$ cat src/rtl/gen_alu_op_scheduler.sv
// rtl/gen_alu_op_scheduler.sv - shares one WIDTH-bit op unit between NUM_REQ requesters
// Arbitrate, latch winner's op/operand, run 1 or EXEC_CYCLES cycles, return tagged result.
module gen_alu_op_scheduler #(
    parameter int NUM_REQ     = 4,
    parameter int ID_W        = 2,
    parameter int WIDTH       = 8,
    parameter int RR_EN       = 1,
    parameter int EXEC_CYCLES = 2
) (
    input  logic                     clk,
    input  logic                     rst,
    input  logic [NUM_REQ-1:0]       req,
    input  logic [3*NUM_REQ-1:0]     op,
    input  logic [WIDTH*NUM_REQ-1:0] data_in,
    output logic [NUM_REQ-1:0]       gnt,
    output logic                     busy,
    output logic                     rsp_valid,
    output logic [ID_W-1:0]          rsp_id,
    output logic [WIDTH-1:0]         rsp_data
);

    localparam int CNT_W = (EXEC_CYCLES > 1) ? $clog2(EXEC_CYCLES) : 1;
    localparam logic [WIDTH-1:0] HI_MASK = {{(WIDTH/2){1'b1}}, {(WIDTH/2){1'b0}}};
    localparam logic [WIDTH-1:0] LO_MASK = {{(WIDTH/2){1'b0}}, {(WIDTH/2){1'b1}}};

    typedef enum logic [1:0] {IDLE, EXEC, RESP} state_t;

    state_t           state;
    logic [CNT_W-1:0] cnt;
    logic [2:0]       lat_op;
    logic [WIDTH-1:0] lat_data;
    logic [ID_W-1:0]  winner;
    logic [2:0]       sel_op;
    logic [WIDTH-1:0] sel_data;
    logic             take;

    assign take = (state == IDLE) && (|req);

    generate
        if ((NUM_REQ > 1) && (RR_EN != 0)) begin : g_rr
            logic [ID_W-1:0] rr_ptr;
            logic            found;
            int              idx;

            // Search starts just past the last winner so every requester gets a turn.
            always_comb begin
                winner = '0;
                found  = 1'b0;
                idx    = 0;
                for (int k = 1; k <= NUM_REQ; k++) begin
                    idx = int'(rr_ptr) + k;
                    if (idx >= NUM_REQ) idx = idx - NUM_REQ;
                    if (!found && req[idx]) begin
                        found  = 1'b1;
                        winner = ID_W'(idx);
                    end
                end
            end

            always_ff @(posedge clk) begin
                if (rst) rr_ptr <= ID_W'(NUM_REQ - 1);
                else if (take) rr_ptr <= winner;
            end
        end else begin : g_fp
            always_comb begin
                winner = '0;
                for (int i = NUM_REQ - 1; i >= 0; i--) begin
                    if (req[i]) winner = ID_W'(i);
                end
            end
        end
    endgenerate

    always_comb begin
        sel_op   = '0;
        sel_data = '0;
        for (int i = 0; i < NUM_REQ; i++) begin
            if (winner == ID_W'(i)) begin
                sel_op   = op[3*i +: 3];
                sel_data = data_in[WIDTH*i +: WIDTH];
            end
        end
    end

    function automatic logic [WIDTH-1:0] alu(input logic [2:0] o, input logic [WIDTH-1:0] d);
        case (o)
            3'd0:    alu = d + WIDTH'(1);
            3'd1:    alu = d - WIDTH'(1);
            3'd2:    alu = {d[WIDTH-2:0], 1'b0};
            3'd3:    alu = {1'b0, d[WIDTH-1:1]};
            3'd4:    alu = d & HI_MASK;
            3'd5:    alu = d | LO_MASK;
            3'd6:    alu = ~d;
            default: alu = d;
        endcase
    endfunction

    always_ff @(posedge clk) begin
        if (rst) begin
            state     <= IDLE;
            gnt       <= '0;
            busy      <= 1'b0;
            rsp_valid <= 1'b0;
            rsp_id    <= '0;
            rsp_data  <= '0;
            cnt       <= '0;
            lat_op    <= '0;
            lat_data  <= '0;
        end else begin
            case (state)
                IDLE: begin
                    if (take) begin
                        gnt      <= NUM_REQ'(1) << winner;
                        rsp_id   <= winner;
                        lat_op   <= sel_op;
                        lat_data <= sel_data;
                        cnt      <= (sel_op == 3'd2 || sel_op == 3'd3) ?
                                    CNT_W'(EXEC_CYCLES - 1) : '0;
                        busy     <= 1'b1;
                        state    <= EXEC;
                    end
                end
                EXEC: begin
                    gnt <= '0;
                    if (cnt == '0) begin
                        rsp_data  <= alu(lat_op, lat_data);
                        rsp_valid <= 1'b1;
                        state     <= RESP;
                    end else begin
                        cnt <= cnt - CNT_W'(1);
                    end
                end
                RESP: begin
                    rsp_valid <= 1'b0;
                    busy      <= 1'b0;
                    state     <= IDLE;
                end
                default: begin
                    busy  <= 1'b0;
                    state <= IDLE;
                end
            endcase
        end
    end

endmodule
$ cat config.mk
export PLATFORM = sky130hd
export DESIGN_NAME = gen_alu_op_scheduler
export DESIGN_NICKNAME = d
export VERILOG_FILES = /design/src/rtl/gen_alu_op_scheduler.sv
export SDC_FILE = /design/constraint.sdc
export NUM_CORES = 1
export LEC_CHECK = 0
export CORE_MARGIN = 4
export CORE_UTILIZATION = 40
export DETAILED_ROUTE_END_ITERATION = 12
export PLACE_DENSITY = 0.72
export SETUP_SLACK_MARGIN = 0.15
export SLEW_MARGIN = 25
export SYNTH_ARGS = -nofsm -noshare
export SYNTH_HDL_FRONTEND = slang
export SYNTH_SLANG_ARGS = --single-unit
$ cat constraint.sdc
create_clock -name clk -period 2.43 [get_ports clk]
set_input_delay 0.243 -clock clk [delete_from_list [all_inputs] [get_ports clk]]
set_output_delay 0.243 -clock clk [all_outputs]
set_load 0.03 [all_outputs]
==> flow_summary.yaml, run 1 <==
setup_path:
  cp.required_ps: 2590
  slowest_delay_ps: 340
  cp-end-kind: "register"
  timing.critical_path.mode_cell: "a21o_1"
  cp_slowest_cell: "a221oi_1"
  worstPathArrival_ps: 2240
  critical_path.max_fanout: 3
  crit_chain: "nor2_4 > nand2_1 > inv_2 > ha_1 > a21o_1 > a21o_1 > a21oi_2 > mux2i_1 > a221oi_1 > a211oi_1"
  path_buf_inv: 1
  crit_type: "register to register"
  cp_top_family: "compound AO/OA/AOI/OAI gates"
  worstSetupStartpointType: "register"
route:
  viasPerCell: 5.409
  vias: 2234
  final_antenna_net_count: 0
  drc_errors: 0
  wl_mm: 5.873
  drtIter0Drc: 109
  drtPass1Iterations: 5
  avgRoutedWirePerCell_um: 14.22
logic_synthesis:
  syn_nets: 334
  synth.avg_cell_area_um2: 8.266
  synth_top_area_share_pct: 27.98
  ys_types: 46
  netlist_top_cells_area: "dfxtp_1 28%, mux2i_1 11%, mux2_2 5.4%, a21oi_1 5.0%, nor2_1 4.3%"
  ys_seq_elements: 32
  ys_warn_count: 0
  synth_edf_count: 0
  yosys.area.top_type: "dfxtp_1"
  synth_flop_cell: "dfxtp_1"
  synth-seq-area-share_pct: 27.98
  synthCells: 277
  async_flop_share_pct: 0
  syn_area_um2: 2290
floorplanning:
  core_area_um2: 5540
  num_rows: 27
  fp.dieH_um: 83.66
  die_w_um: 83.66
  initial_core_util_pct: 41.33
  die_area_um2: 6999
  io_pins: 66
layout:
  areaGrowthSynthToFinish_pct: 37.98
  final_common_cell: "clkdlybuf4s50_1"
  design_area_um2: 3159
  utilization_pct: 57.02
  antennaDiodeCount: 0
  final_cell_mix: "65 x clkdlybuf4s50_1, 30 x dfxtp_1, 25 x nor2_1, 25 x mux2i_1, 21 x a21oi_1"
  post_route_cells_drive_above_1_share_pct: 12.32
  final_cells: 413
  nNetsFinal: 397
timing:
  fmax_mhz: 479.9
  drv_slew: 0
  finalClockSkew_ps: 9.963
  fin_setup_tns_ps: 0
  tightest_slew_ps: 480.6
  finalCritPeriodShare_pct: 85.74
  finalCriticalPeriod_ps: 2084
  rsz0062_at_grt: "no"
  setup_viol: 0
  slew_headroom_pct: 67.86
  hold_violations: 0
clocking:
  cts_setup_buffers: 0
  cts_root_buf: "clkbuf_8"
  numCtsBuffers: 5
  h-tree-depth: 2
  path_clk_slew_ps: 70
  cts_tree: "done"
  ctsHoldBuffers: 0
  clkLatencyLatePin_ps: 290
  clockBufferDepth: 2
  cts.sinks: 32
grt:
  grt.total_usage_pct: 16.92
  first_global_vias: 2160
  grt_max_degree: 22
  grt_pass1_wl_mm: 9.873
  grt_overflow: 0
  antenna_found_initial: 0
run:
  cap_violations: 0
power:
  power_uw: 2239
  p_per_area_nw_per_um2: 708.8
  ir_drop_uv: 382.2
  p_leak_uw: 0.001255
placement:
  hpwl_mm: 4.488
  placed_cells: 405
  dpl_cell_area_um2: 3023
  gp_congestion: 0.7832
  io_buffers: 65
worst_hold_path:
  hold_path_class: "register to register"
status:
  outcome: "finished, final reports clean"
flip-flops by register name (all words and copies together), names as in the netlist:
| register | flops |
|---|---|
| state | 2 |
| rsp_id | 2 |
| lat_op | 3 |
| lat_data | 8 |
| rsp_valid | 1 |
| cnt | 1 |
| gnt | 4 |
| g_rr.rr_ptr | 2 |
| busy | 1 |
| rsp_data | 8 |
cells by family after synthesis:
family                   synth area share (%)
buffers and inverters                   6.448
multiplexers                            16.34
AO/OA/AOI/OAI                           24.59
flip-flops                              27.98
AND/OR/NAND/NOR                         17.81
XOR/XNOR                                2.678
adder cells (fa/ha/maj)                 4.153
path summary, 6_finish.rpt:
path | start | end | slack (ps) | cells after the start
max | lat_op[1] | rsp_data[5] | 350 | 10
min | rsp_data[3] | rsp_data[3] | 460 | 2
max reg2reg | lat_op[1] | rsp_data[5] | 350 | 10
min reg2reg | rsp_data[3] | rsp_data[3] | 460 | 2
metal layers:
| layer | track usage (%) | part of all wire, % | vias to the layer above |
|---|---|---|---|
| li1 | - | - | 1131 |
| met1 | 20.79 | 41 | 1026 |
| met2 | 29.36 | 51 | 70 |
| met3 | 3.554 | 5.6 | 7 |
| met4 | 5.409 | 1.7 | 0 |
| met5 | 0 | 0 | - |
area by class of cell:
class | count | area [um^2]
inverters | 10 | 37.54
fillers | 513 | 2381
multi-input cells | 215 | 1535
flip-flops and latches | 32 | 643.1
clock inverters | 2 | 35.03
clock buffers | 6 | 72.57
repair buffers | 76 | 745.7
well taps | 72 | 90.09
timing repair:
item,4_1_cts,5_1_grt
setup endpoints to repair,0,3
hold endpoints to repair,0,0
resized for setup,0,8
through the flow:
step                      hold slack, ps  setup WS [ps]
after floorplan                    327.3          165.0
after global placement             446.4          226.7
after detailed placement           451.4          159.2
after CTS                          461.8          207.5
after global routing               488.9          173.9
final                              458.7          346.4
cell usage after synthesis (2+ instances only):
master	instances
a211o_1	3
a211oi_1	8
a21o_1	6
a21oi_1	23
a221o_1	3
a221oi_1	2
a2bb2oi_1	2
a311oi_1	2
a31oi_1	5
a32oi_1	2
buf_1	6
clkbuf_1	11
dfxtp_1	32
ha_1	6
inv_1	10
mux2_2	11
mux2i_1	25
nand2_1	13
nand2b_1	8
nand3_1	4
nand3b_1	12
nor2_1	26
nor2b_1	4
nor3_1	4
nor3b_1	2
o211ai_1	2
o21a_1	2
o21ai_0	9
o21ai_1	9
o21ai_2	2
or2_2	3
xnor2_1	3
xor2_1	4
worst reg2reg max path, delay by kind of cell, from the launching register on:
family	cells	cell delay, ps
flops	1	330
simple gates	2	210
mux	1	110
fa+ha+maj	1	220
buf+inv	1	80
compound gates	5	1010
report_power, final:
part | switching [uW] | internal (uW)
clock network | 209 | 304
logic | 529 | 503
registers | 86.7 | 608
(Power assumes the default switching activity.)
==> run 2: changes to the inputs <==
--- a/config.mk
+++ b/config.mk
@@ -6,9 +6,9 @@
 export NUM_CORES = 1
 export LEC_CHECK = 0
 export CORE_MARGIN = 4
-export CORE_UTILIZATION = 40
+export CORE_UTILIZATION = 43
 export DETAILED_ROUTE_END_ITERATION = 12
-export PLACE_DENSITY = 0.72
+export PLACE_DENSITY = 0.76
 export SETUP_SLACK_MARGIN = 0.15
 export SLEW_MARGIN = 25
 export SYNTH_ARGS = -nofsm -noshare
==> run 2 against run 1 <==
  * Sequential cell count stayed put
  * Fmax is 2.3% lower
  * Highest routed layer unchanged
  * Largest cell class unchanged
  * Clock-buffer cell count is 1 lower
  * Routed wire length is 0.26% higher
  * Setup slack worse by 50 ps
  * Largest power group unchanged
  * Cell count stayed put
==> flow_summary.yaml, run 2 (synthesis gave the netlist of run 1 again) <==
clocking:
  clkLatencyLatePin_ps: 290
  ctsHoldBuffers: 0
  cts_tree: "done"
  h-tree-depth: 2
  cts.sinks: 32
  path_clk_slew_ps: 70
  clockBufferDepth: 2
  cts_root_buf: "clkbuf_8"
  numCtsBuffers: 5
placement:
  placed_cells: 403
  hpwl_mm: 4.533
  gp_congestion: 0.8706
  io_buffers: 65
  dpl_cell_area_um2: 3020
  post-place-ws_ps: 166.7
grt:
  first_global_vias: 2184
  grt_max_degree: 23
  grt_overflow: 0
  grt.total_usage_pct: 19.05
  antenna_found_initial: 0
  grt_pass1_wl_mm: 9.880
setup_path:
  cp_top_family: "compound AO/OA/AOI/OAI gates"
  cp.required_ps: 2600
  cp-end-kind: "register"
  cp_slowest_cell: "dfxtp_2"
  critPathLaunch: "lat_op[1]"
  worstPathArrival_ps: 2300
  critical_path.max_fanout: 5
  path_buf_inv: 1
  crit_chain: "nor2_4 > nand2_1 > inv_2 > ha_1 > a21o_1 > a21o_1 > a21oi_1 > mux2i_1 > a221oi_1 > a211oi_1"
  timing.critical_path.mode_cell: "a21o_1"
  crit_type: "register to register"
  worstReg2RegStart: "lat_op[1]"
  worstSetupStartpointType: "register"
  slowest_delay_ps: 340
layout:
  nNetsFinal: 399
  top_regs: "lat_data (8), rsp_data (8), gnt (4)"
  antennaDiodeCount: 0
  final_cell_mix: "65 x clkdlybuf4s50_1, 30 x dfxtp_1, 25 x nor2_1, 25 x mux2i_1, 23 x a21oi_1"
  final_common_cell: "clkdlybuf4s50_1"
  final_cells: 413
  post_route_cells_drive_above_1_share_pct: 11.95
  areaGrowthSynthToFinish_pct: 37.54
  design_area_um2: 3149
timing:
  slew_headroom_pct: 75.68
  hold_violations: 0
  fin_setup_tns_ps: 0
  finalClockSkew_ps: 3.233
  drv_slew: 0
  fmax_mhz: 468.7
  finalCriticalPeriod_ps: 2134
  rsz0062_at_grt: "no"
  setup_viol: 0
  finalCritPeriodShare_pct: 87.80
  tightest_slew_ps: 364.3
  timing.final.ws_setup_ps: 296.5
power:
  ir_drop_uv: 279.1
  p_per_area_nw_per_um2: 707.7
  power_uw: 2229
  p_leak_uw: 0.001264
route:
  drtPass1Iterations: 4
  vias: 2256
  drc_errors: 0
  drtIter0Drc: 152
  viasPerCell: 5.462
  wl_mm: 5.888
  avgRoutedWirePerCell_um: 14.26
  final_antenna_net_count: 0
floorplanning:
  die_w_um: 80.97
  num_rows: 26
  fp.dieH_um: 80.97
  core_area_um2: 5140
  initial_core_util_pct: 44.55
  die_area_um2: 6556
  io_pins: 66
status:
  outcome: "finished, final reports clean"
worst_hold_path:
  min_from: "rsp_data[2]"
  hold_path_class: "register to register"
run:
  cap_violations: 0
==> run 2: cell count changes in the layout (fill, tap and decap cells not counted), sizes merged <==
cell	before	now
buf	11	13
clkbuf	6	5
clkinvlp	0	1
==> run 2: repair_timing <==
item,in CTS,in global routing
gates resized for setup,0,4
endpoints found under the setup margin,0,3
setup buffers,0,2
==> run 2: where the power goes <==
group          internal [uW]  switching [uW]  leakage [uW]  total, uW
sequential               608            87.0      0.000264        695
clock                    303             205     0.0000541        508
combinational            497             529      0.000945       1030
==> run 2: worst register-to-register path: stages (launching register included) <==
cell and delay (ps):
dfxtp_2 340, nor2_4 100, nand2_1 100, inv_2 110
ha_1 230, a21o_1 170, a21o_1 190, a21oi_1 220
mux2i_1 130, a221oi_1 320, a211oi_1 110
==> run 2: routing by layer <==
metal	GRT usage, %	vias up	share of wire (%)
li1	-	1138	-
met1	21.79	1035	42
met2	34.24	72	51
met3	3.548	11	4.3
met4	8.446	0	2.6
met5	0	-	0
==> run 2: layout make-up <==
cell class              count  area, um^2
clock buffers               5       68.82
clock inverters             3       42.54
fillers                   494        1991
inverters                  10       37.54
multi-input cells         215        1509
flip-flops and latches     32       643.1
well taps                  70       87.58
repair buffers             78       760.7
==> run 2: through the flow <==
step	util [%]	hold slack, ps
final	61.27	464.8
after global placement	58.76	455.2
after global routing	61.27	498.2
after detailed placement	58.76	457.2
after CTS	60.93	466.8
after floorplan	-	327.3
==> run 2: worst paths after layout <==
path	to	slack, ps	depth (start not counted)
max	rsp_data[5]	300	10
min	rsp_data[2]	460	2
max reg2reg	rsp_data[5]	300	10
min reg2reg	rsp_data[2]	460	2
==> run 3: changes to the inputs <==
--- a/config.mk
+++ b/config.mk
@@ -8,6 +8,7 @@
 export CORE_MARGIN = 4
 export CORE_UTILIZATION = 43
 export DETAILED_ROUTE_END_ITERATION = 12
+export GPL_ROUTABILITY_DRIVEN = 0
 export PLACE_DENSITY = 0.76
 export SETUP_SLACK_MARGIN = 0.15
 export SLEW_MARGIN = 25
==> results of run 3 <==
Final layout, timing and power as in run 2 (identical DEF).
